**src/rtl/ex_stage.sv**
```systemverilog
// RV32I execute stage: ALU, address generation and branch resolution, with a
// bit-serial shifter. Define FAST_SHIFT_EN to use a single-cycle barrel shifter instead.

`ifndef EX_NOP
`define EX_NOP   32'd0
`define EX_ADD   32'd1
`define EX_SUB   32'd2
`define EX_SLL   32'd3
`define EX_SLT   32'd4
`define EX_SLTU  32'd5
`define EX_XOR   32'd6
`define EX_SRL   32'd7
`define EX_SRA   32'd8
`define EX_OR    32'd9
`define EX_AND   32'd10
`define EX_ADDI  32'd11
`define EX_SLTI  32'd12
`define EX_SLTIU 32'd13
`define EX_XORI  32'd14
`define EX_ORI   32'd15
`define EX_ANDI  32'd16
`define EX_SLLI  32'd17
`define EX_SRLI  32'd18
`define EX_SRAI  32'd19
`define EX_LUI   32'd20
`define EX_AUIPC 32'd21
`define EX_JAL   32'd22
`define EX_JALR  32'd23
`define EX_BEQ   32'd24
`define EX_BNE   32'd25
`define EX_BLT   32'd26
`define EX_BGE   32'd27
`define EX_BLTU  32'd28
`define EX_BGEU  32'd29
`define EX_LB    32'd30
`define EX_LH    32'd31
`define EX_LW    32'd32
`define EX_LBU   32'd33
`define EX_LHU   32'd34
`define EX_SB    32'd35
`define EX_SH    32'd36
`define EX_SW    32'd37
`endif

module ex_stage #(
    parameter int XLEN        = 32,
    parameter int OP_W        = 32,
    parameter int LOG_REG_CNT = 5
) (
    input  logic                   clk,
    input  logic                   rst,
    input  logic                   rdy,
    input  logic                   start,
    input  logic [OP_W-1:0]        ex_op,
    input  logic [XLEN-1:0]        rs1_val,
    input  logic [XLEN-1:0]        rs2_val,
    input  logic [LOG_REG_CNT-1:0] rd_id,
    input  logic [XLEN-1:0]        imm,
    input  logic [XLEN-1:0]        pc_val,
    output logic                   ex_done,
    output logic                   out_valid,
    input  logic                   out_ready,
    output logic [OP_W-1:0]        out_op,
    output logic [XLEN-1:0]        out_result,
    output logic [XLEN-1:0]        out_store_val,
    output logic [LOG_REG_CNT-1:0] out_rd_id,
    output logic                   br_taken,
    output logic [XLEN-1:0]        br_target
);

    typedef enum logic [1:0] {
        S_IDLE  = 2'd0,
`ifndef FAST_SHIFT_EN
        S_SHIFT = 2'd1,
`endif
        S_HOLD  = 2'd2
    } state_t;

    localparam logic [1:0] SH_SLL = 2'd0;
    localparam logic [1:0] SH_SRL = 2'd1;
    localparam logic [1:0] SH_SRA = 2'd2;

    state_t                 r_state;
    logic [OP_W-1:0]        r_op;
    logic [XLEN-1:0]        r_result;
    logic [XLEN-1:0]        r_store_val;
    logic [LOG_REG_CNT-1:0] r_rd_id;
    logic                   r_br_taken;
    logic [XLEN-1:0]        r_br_target;
    logic                   r_valid;
    logic                   r_done;
`ifndef FAST_SHIFT_EN
    logic [4:0]             r_shamt;
    logic [XLEN-1:0]        r_shift_val;
    logic [1:0]             r_shift_kind;
    logic [XLEN-1:0]        w_step;
`endif

    logic            w_is_imm;
    logic [XLEN-1:0] w_op2;
    logic            w_lt;
    logic            w_ltu;
    logic [XLEN-1:0] w_jsum;
    logic [XLEN-1:0] w_result;
    logic [XLEN-1:0] w_shift_res;
    logic [XLEN-1:0] w_target;
    logic [XLEN-1:0] w_store_val;
    logic            w_taken;
    logic            w_is_shift;
    logic [1:0]      w_shift_kind;
    logic [4:0]      w_shamt;

    always_comb begin
        w_is_imm = 1'b0;
        case (ex_op)
            `EX_ADDI, `EX_SLTI, `EX_SLTIU, `EX_XORI, `EX_ORI, `EX_ANDI,
            `EX_SLLI, `EX_SRLI, `EX_SRAI: w_is_imm = 1'b1;
            default:                       w_is_imm = 1'b0;
        endcase
    end

    assign w_op2   = w_is_imm ? imm : rs2_val;
    assign w_lt    = $signed(rs1_val) < $signed(w_op2);
    assign w_ltu   = rs1_val < w_op2;
    assign w_jsum  = rs1_val + imm;
    assign w_shamt = w_op2[4:0];

    always_comb begin
        w_result     = '0;
        w_target     = '0;
        w_taken      = 1'b0;
        w_store_val  = '0;
        w_is_shift   = 1'b0;
        w_shift_kind = SH_SLL;
        case (ex_op)
            `EX_ADD, `EX_ADDI:   w_result = rs1_val + w_op2;
            `EX_SUB:             w_result = rs1_val - rs2_val;
            `EX_SLT, `EX_SLTI:   w_result = {{(XLEN-1){1'b0}}, w_lt};
            `EX_SLTU, `EX_SLTIU: w_result = {{(XLEN-1){1'b0}}, w_ltu};
            `EX_XOR, `EX_XORI:   w_result = rs1_val ^ w_op2;
            `EX_OR, `EX_ORI:     w_result = rs1_val | w_op2;
            `EX_AND, `EX_ANDI:   w_result = rs1_val & w_op2;
            `EX_SLL, `EX_SLLI: begin
                w_is_shift   = 1'b1;
                w_shift_kind = SH_SLL;
            end
            `EX_SRL, `EX_SRLI: begin
                w_is_shift   = 1'b1;
                w_shift_kind = SH_SRL;
            end
            `EX_SRA, `EX_SRAI: begin
                w_is_shift   = 1'b1;
                w_shift_kind = SH_SRA;
            end
            `EX_LUI:   w_result = imm;
            `EX_AUIPC: w_result = pc_val + imm;
            `EX_JAL: begin
                w_result = pc_val + XLEN'(4);
                w_target = pc_val + imm;
                w_taken  = 1'b1;
            end
            `EX_JALR: begin
                w_result = pc_val + XLEN'(4);
                w_target = {w_jsum[XLEN-1:1], 1'b0};
                w_taken  = 1'b1;
            end
            `EX_BEQ: begin
                w_target = pc_val + imm;
                w_taken  = (rs1_val == rs2_val);
            end
            `EX_BNE: begin
                w_target = pc_val + imm;
                w_taken  = (rs1_val != rs2_val);
            end
            `EX_BLT: begin
                w_target = pc_val + imm;
                w_taken  = w_lt;
            end
            `EX_BGE: begin
                w_target = pc_val + imm;
                w_taken  = !w_lt;
            end
            `EX_BLTU: begin
                w_target = pc_val + imm;
                w_taken  = w_ltu;
            end
            `EX_BGEU: begin
                w_target = pc_val + imm;
                w_taken  = !w_ltu;
            end
            `EX_LB, `EX_LH, `EX_LW, `EX_LBU, `EX_LHU: w_result = w_jsum;
            `EX_SB, `EX_SH, `EX_SW: begin
                w_result    = w_jsum;
                w_store_val = rs2_val;
            end
            default: w_result = '0;
        endcase
        if (w_is_shift) begin
            w_result = w_shift_res;
        end
    end

`ifdef FAST_SHIFT_EN
    always_comb begin
        case (w_shift_kind)
            SH_SLL:  w_shift_res = rs1_val << w_shamt;
            SH_SRL:  w_shift_res = rs1_val >> w_shamt;
            default: w_shift_res = $unsigned($signed(rs1_val) >>> w_shamt);
        endcase
    end
`else
    // Only a zero shift amount completes straight from IDLE; it passes rs1 through.
    assign w_shift_res = rs1_val;

    always_comb begin
        case (r_shift_kind)
            SH_SLL:  w_step = {r_shift_val[XLEN-2:0], 1'b0};
            SH_SRL:  w_step = {1'b0, r_shift_val[XLEN-1:1]};
            default: w_step = {r_shift_val[XLEN-1], r_shift_val[XLEN-1:1]};
        endcase
    end
`endif

    always_ff @(posedge clk or negedge rst) begin
        if (!rst) begin
            r_state     <= S_IDLE;
            r_op        <= `EX_NOP;
            r_result    <= '0;
            r_store_val <= '0;
            r_rd_id     <= '0;
            r_br_taken  <= 1'b0;
            r_br_target <= '0;
            r_valid     <= 1'b0;
            r_done      <= 1'b0;
`ifndef FAST_SHIFT_EN
            r_shamt      <= '0;
            r_shift_val  <= '0;
            r_shift_kind <= SH_SLL;
`endif
        end else if (rdy) begin
            r_done <= 1'b0;
            case (r_state)
                S_IDLE: begin
                    if (start && ex_op != `EX_NOP) begin
                        r_op        <= ex_op;
                        r_rd_id     <= rd_id;
                        r_store_val <= w_store_val;
                        r_br_taken  <= w_taken;
                        r_br_target <= w_target;
`ifndef FAST_SHIFT_EN
                        if (w_is_shift && w_shamt != 5'd0) begin
                            r_shift_val  <= rs1_val;
                            r_shamt      <= w_shamt;
                            r_shift_kind <= w_shift_kind;
                            r_state      <= S_SHIFT;
                        end else
`endif
                        begin
                            r_result <= w_result;
                            r_valid  <= 1'b1;
                            r_state  <= S_HOLD;
                        end
                    end
                end
`ifndef FAST_SHIFT_EN
                // The last step is written straight to the result so that latency is shamt+1.
                S_SHIFT: begin
                    r_shift_val <= w_step;
                    r_shamt     <= r_shamt - 5'd1;
                    if (r_shamt == 5'd1) begin
                        r_result <= w_step;
                        r_valid  <= 1'b1;
                        r_state  <= S_HOLD;
                    end
                end
`endif
                S_HOLD: begin
                    if (out_ready) begin
                        r_valid <= 1'b0;
                        r_op    <= `EX_NOP;
                        r_done  <= 1'b1;
                        r_state <= S_IDLE;
                    end
                end
                default: r_state <= S_IDLE;
            endcase
        end
    end

    assign ex_done       = r_done;
    assign out_valid     = r_valid;
    assign out_op        = r_op;
    assign out_result    = r_result;
    assign out_store_val = r_store_val;
    assign out_rd_id     = r_rd_id;
    assign br_taken      = r_br_taken;
    assign br_target     = r_br_target;

endmodule

```
**config.mk**
```make
export PLATFORM = sky130hd
export DESIGN_NAME = ex_stage
export DESIGN_NICKNAME = d
export VERILOG_FILES = /design/src/rtl/ex_stage.sv
export SDC_FILE = /design/constraint.sdc
export NUM_CORES = 1
export LEC_CHECK = 0
export BUFFER_PORTS_ARGS = -buffer_cell sky130_fd_sc_hd__buf_2
export CORE_MARGIN = 2
export CORE_UTILIZATION = 40
export CTS_CLUSTER_SIZE = 30
export DETAILED_ROUTE_END_ITERATION = 6
export HOLD_SLACK_MARGIN = 0.08
export PLACE_DENSITY = 0.63
export SLEW_MARGIN = 30
export SYNTH_ARGS = -nofsm -noshare
export SYNTH_HDL_FRONTEND = slang
export SYNTH_SLANG_ARGS = --single-unit
export TNS_END_PERCENT = 100
```
**constraint.sdc**
```tcl
create_clock -name clk -period 2.9 [get_ports clk]
set_clock_uncertainty 0.05 [all_clocks]
set_input_delay 0.29 -clock clk [delete_from_list [all_inputs] [get_ports clk]]
set_output_delay 0.29 -clock clk [all_outputs]
set_load 0.01 [all_outputs]
```
Word-level counts from Yosys, hierarchy flattened

Memories as Yosys holds them, arrays and structs flattened.
Cells that the tools add are included.

Latch bits: 0
Word-level logic and storage cells: 139
Bits of input ports: 170
Bits in registers: 177
Memories kept: 1
Memory bits (read-only): 32
Memory bits (writable): 0
Output and inout port bits: 136

Memory list:

| name            | depth | width | read ports | clocked after memory_dff | write ports | line | source |
|---|---|---|---|---|---|---|---|
| (no name shown) | 32    | 1     | 1          | 0                        | 0           | 115  | `case (ex_op)` |

Bitwise gates (word level): 3
Reduce and logical (&&, ||, !) cells: 32
Multipliers: 0
Mux-type cells: 35
Equality and inequality tests: 48
Add/sub/neg operators: 6
Magnitude comparators: 2
Shifts and indexed selects: 0
Div/mod/pow operators: 0

Operators with widths:

| cell                    | count |
|---|---|
| $eq A32 B5 Y1 const B   | 16 |
| $pmux W32 S11           | 1 |
| $mux W32                | 10 |
| $pmux W32 S2            | 5 |
| $eq A32 B4 Y1 const B   | 8 |
| $eq A32 B6 Y1 const B   | 6 |
| $eq A32 B3 Y1 const B   | 4 |
| $add A32 B32 Y32        | 3 |
| $eq A32 B2 Y1 const B   | 2 |
| $lt A32 B32 Y1          | 2 |
| $add A32 B3 Y32 const B | 1 |
| $and A32 B32 Y32        | 1 |
| $eq A32 B1 Y1 const B   | 1 |
| $eq A32 B32 Y1          | 1 |
| $ne A32 B32 Y1          | 1 |
| $or A32 B32 Y32         | 1 |
| $reduce_bool A32 Y1     | 1 |
| $sub A32 B32 Y32        | 1 |
| $xor A32 B32 Y32        | 1 |
| $logic_not A27 Y1       | 1 |
| $reduce_or A2 Y1        | 9 |
| $reduce_and A4 Y1       | 4 |
| $mux W5                 | 2 |
| $ne A2 B2 Y1 const B    | 5 |
| other kinds (24)        | 39 |

Logic depth before layout (Yosys ltp)

Depth after elaboration: 9
Depth in mapped cells: 22
Gate-level depth less buffers: 18

Worst setup path after synthesis

Ideal clock, no wire load.

Kind: input to register
Start point: in ex_op[20]
End point: reg r_result[29], in the netlist out_result[29]
Arrival time: 4,720 ps
Setup slack: -2,004 ps
Library setup time: 134 ps
Stages on the path: 22
Cells stage by stage: nor4_1 -> nand4_1 -> nor2_1 -> and2_1 -> clkbuf_1 -> clkbuf_1 -> clkbuf_1 -> nand2_1 -> o21ai_0 -> inv_1 -> ha_1 -> clkbuf_1 -> nand2_1 -> o211ai_1 -> o211ai_1 -> a21oi_1 -> o221ai_1 -> o41ai_2 -> a31oi_1 -> xnor2_1 -> a221oi_1 -> a31oi_1

Longest elaborated chain between the ends: 9

Ends and longest elaborated chain:

| element                                  | line | source |
|---|---|---|
| from (decl)                              | 54   | `input logic [OP_W-1:0] ex_op,` |
| $logic_not A27 Y1                        | 115  |  |
| $mux W1                                  | 115  |  |
| $mux W32                                 | 122  | `assign w_op2 = w_is_imm ? imm : rs2_val;` |
| $add A32 B32 Y32 (tied with other cells) | 136  | `` `EX_ADD, `EX_ADDI: w_result = rs1_val + w_op2; `` |
| $pmux W32 S11                            | 135  | `case (ex_op)` |
| $mux W32                                 | 198  | `if (w_is_shift) begin` |
| $mux W32                                 | 251  | `if (w_is_shift && w_shamt != 5'd0) begin` |
| $mux W32                                 | 244  | `` if (start && ex_op != `EX_NOP) begin `` |
| $pmux W32 S2                             | 242  | `case (r_state)` |
| to (signal assigned)                     | 259  | `r_result <= w_result;` |
| to (signal assigned)                     | 271  | `r_result <= w_step;` |
| to (decl)                                | 85   | `logic [XLEN-1:0] r_result;` |

Several ways; a longest one is shown, not always the timed one. The select of a mux whose other input is x is not followed.
A chain may end at the register's enable or synchronous reset.

Worst setup path after layout

Start point: in ex_op[12]
End point: reg r_result[22], in the netlist out_result[22]

Same word-level chain as after synthesis.

==> impl_results.md <==
- Met2 global-route usage: 0.5864
- Worst Path Arrival: 4.26 ns
- Avg Inst Size Synth: 7.382 um^2
- Slowest cell on the critical path: nor4_4
- Top-area cell type share of the netlist area: 0.2313
- ANT nets after route: 0
- Sequential area share after synthesis: 0.2313
- Area Overhead vs Synth: 57.95%
- Post-Syn Area: 19,150 um^2
- Syn Nets: 2,963
- CP Capture Type: flip-flop
- Most common cell after layout, fill and taps aside: buf_4
- Initial antenna violation count: 0
- Place WS: -1.719 ns
- Gr usage total: 0.4026
- Worst skew pair latency: 0.52 ns
- Min-Delay Endpoint: out_op[10]$_DFFE_PN0P_
- Max-cap violations: 0
- Failing checks: setup timing
- Clk sinks: 177
- Critical Path Start Type: primary input
- Final hold slack: 0.1161 ns
- Clk Tree Root Cell: clkbuf_16
- Wire per inst: 24.30 um
- First-pass iteration count of the detailed router: 7
- Cts bufs inserted: 17
- Multi-input gate area: 15,350 um^2
- Status: finished, violations left
- Vias in the first global route: 24,180
- Crit path max fanout: 4
- Core footprint: 47,550 um^2
- R2r startpoint: r_shamt[1]$_DFFE_PN0P_
- Hold Path Class: in2reg
- Initial DRC count: 2,974
- Most frequent cells in the layout: buf_4, nand2_1, buf_2, a21oi_1, o21ai_0
- Largest net degree at the start of global routing: 81
- Placer congestion estimate: 1.026
- Via count: 25,480
- Count of state elements after synthesis: 177
- Reg area: 4429 um^2
- Largest area contributor in the netlist: dfrtp_1
- Maximum vdd ir drop: 306.9 uV
- # H-tree levels: 4
- Fin. max-slew vios: 0
- Max_slew headroom: 0.4255
- Final worst slack: -1.030 ns
- CTS tree: yes
- Total grt overflow: 0
- Final hold viol count: 0
- Port Buffer Count: 305
- Initial Utilization: 0.4028
- Crit path largest cell delay: 0.36 ns
- First-pass GRT wire length: 149.8 mm
- Asr flop ratio synth: 1.000
- Final Cycle Share: 1.355
- Tmin final: 3.930 ns
- Commonest register cell after synthesis: dfrtp_1
- M1 GR Usage: 0.5879
- Ant diodes: 0
- RSZ-0062 raised after global routing: true
- CTS Buffer Depth: 2
- Cell count after synthesis: 2,594
- Grt peak-use layer: met1
- Share of cells above drive strength 1: 0.3843
- Num ports: 306
- Final Cell Area: 30,250 um^2
- Die area: 49,640 um^2
- Via density: 5.999
- Yosys warns: 0
- Hold path start: ex_op[10]
- Die width: 222.8 um
- CP Cell Sequence: buf_2, nor4_4, nand3_2, nor2_4, and2_4, buf_6, mux2_4, ha_4, inv_2, fa_2, nor2b_2, o211ai_1, a2bb2oi_2, buf_4, a211o_4, a311oi_4, o21ai_1, xor2_1, a221oi_2, o221a_2, o22ai_2
- Max Clk Rate: 254.5 MHz
- Pwr Density: 431.0 nW/um^2
- # DRC: 0
- Die H: 222.8 um
- EDFF count, synth: 0
- DRT Wirelength: 103.2 mm
- Clk pin slew, worst setup/hold paths: 0.08 ns
- Num rows: 80
- Dpl hpwl: 82.06 mm
- Nets: 3,989
- Register-to-register setup slack: -0.22 ns
- CP Data Required Time: 3.23 ns
- Placed instance count: 4,107
- Hold path cells: 4
- Layout fillers: 4,228
- Critical path class: in2reg
- Met3 global-route usage: 0.09125
- Non-filler cells, final: 4,248
- Top post-synthesis cells by area: dfrtp_1, ha_1, nand2_1
- LEAKAGE: 14.55 nW
- Critical R2R Capture: out_result[30]$_DFFE_PN0P_
- Slew at the pin with the worst max-slew slack: 0.8544 ns
- Placed cell areas: 27,060 um^2
- Worst Reg-to-Reg Cells: 16
- Setup total negative slack: -24.20 ns
- Final setup viols: 32
- Synth unique cells: 79
-- where the power goes --
group | switching, mW | total, mW | internal (mW) | leakage [nW]
Sequential | 0.488 | 3.72 | 3.23 | 2.32
Clock | 1.33 | 2.49 | 1.17 | 0.286
Combinational | 3.81 | 6.83 | 3.02 | 11.9
Total | 5.62 | 13.0 | 7.42 | 14.5
-- stage by stage --
stage	total power [mW]	util
after detailed placement	9.830	0.5691
final	13.04	0.6362
after CTS	12.62	0.6132
after floorplan	6.671	-
after global placement	9.704	0.5691
after global routing	13.72	0.6362
-- synth_stat cells, drive strengths merged (10+ instances only) --
library cell	count
nand2	411
o21ai	235
a21oi	221
ha	195
nor2	185
dfrtp	177
inv	147
clkbuf	136
nand3	93
xnor2	73
a221oi	69
xor2	62
a21o	45
nor3	38
a31oi	33
a22oi	28
a211oi	27
o211ai	24
and3	22
nand4	22
nor4	22
buf	20
o221ai	18
nand2b	17
nor2b	17
o21bai	17
o22ai	17
o21a	16
mux2i	14
mux2	13
and2	12
a2111oi	11
a211o	11
or3	11
o2111ai	10
o31ai	10
o41ai	10
-- cell type report --
type,instances,area share
Sequential cell,177,0.1464
Clock inverter,14,0.004799
Tap cell,615,0.02544
Inverter,147,0.01824
Timing Repair Buffer,1163,0.2829
Multi-Input combinational cell,2114,0.5076
Clock buffer,18,0.01452
-- worst max-delay path by stage --
stage | startpoint | to | slack, ns | cells after the start
finish | ex_op[12] | out_result[22]$_DFFE_PN0P_ | -1.03 | 21
global route | ex_op[12] | out_result[22]$_DFFE_PN0P_ | -1.14 | 21
CTS | ex_op[20] | out_result[22]$_DFFE_PN0P_ | -0.87 | 20
detailed placement | ex_op[20] | out_result[9]$_DFFE_PN0P_ | -1.72 | 20
global placement | ex_op[13] | out_result[9]$_DFFE_PN0P_ | -1.72 | 20
floorplan | ex_op[27] | out_result[30]$_DFFE_PN0P_ | -1.18 | 22
-- what timing repair did --
item                                    CTS  global route
gates resized for setup                 140           185
endpoints found under the setup margin   43            46
setup buffers                            24            30
gates cloned                              1             1
hold buffers                             60             0
hold endpoints to repair                132             0
pin swaps                                71           134
-- critical path, delay by kind of cell --
kind / cells / cell delay, ns
buffers and inverters: 4 / 0.43
adders and majority gates: 2 / 0.37
muxes: 1 / 0.31
xor gates and xnor gates: 1 / 0.16
AOI/OAI and AO/OA: 8 / 1.72
and+or+nand+nor: 5 / 0.97
-- kinds of logic after synthesis --
group | share of synthesized area
buf+inv | 0.06031
fa+ha+maj | 0.1316
compound gates | 0.2956
xor+xnor | 0.06174
flops | 0.2313
mux | 0.01496
simple gates | 0.2045
-- per-layer routing --
metal,routed length (um),up-vias
met4,3258,0
met2,42720,1457
met5,0,-
li1,-,11470
met1,45530,12350
met3,11700,201
-- flip-flops by register name, indices dropped and copies added, names as in the netlist --
| register | cells |
|---|---|
| br_target | 32 |
| out_op | 32 |
| out_result | 32 |
| out_store_val | 32 |
| r_shift_val | 32 |
| out_rd_id | 5 |
| r_shamt | 5 |
| r_shift_kind | 2 |
| r_state | 2 |
| br_taken | 1 |
| ex_done | 1 |
| out_valid | 1 |
(Power assumes the default switching activity.)
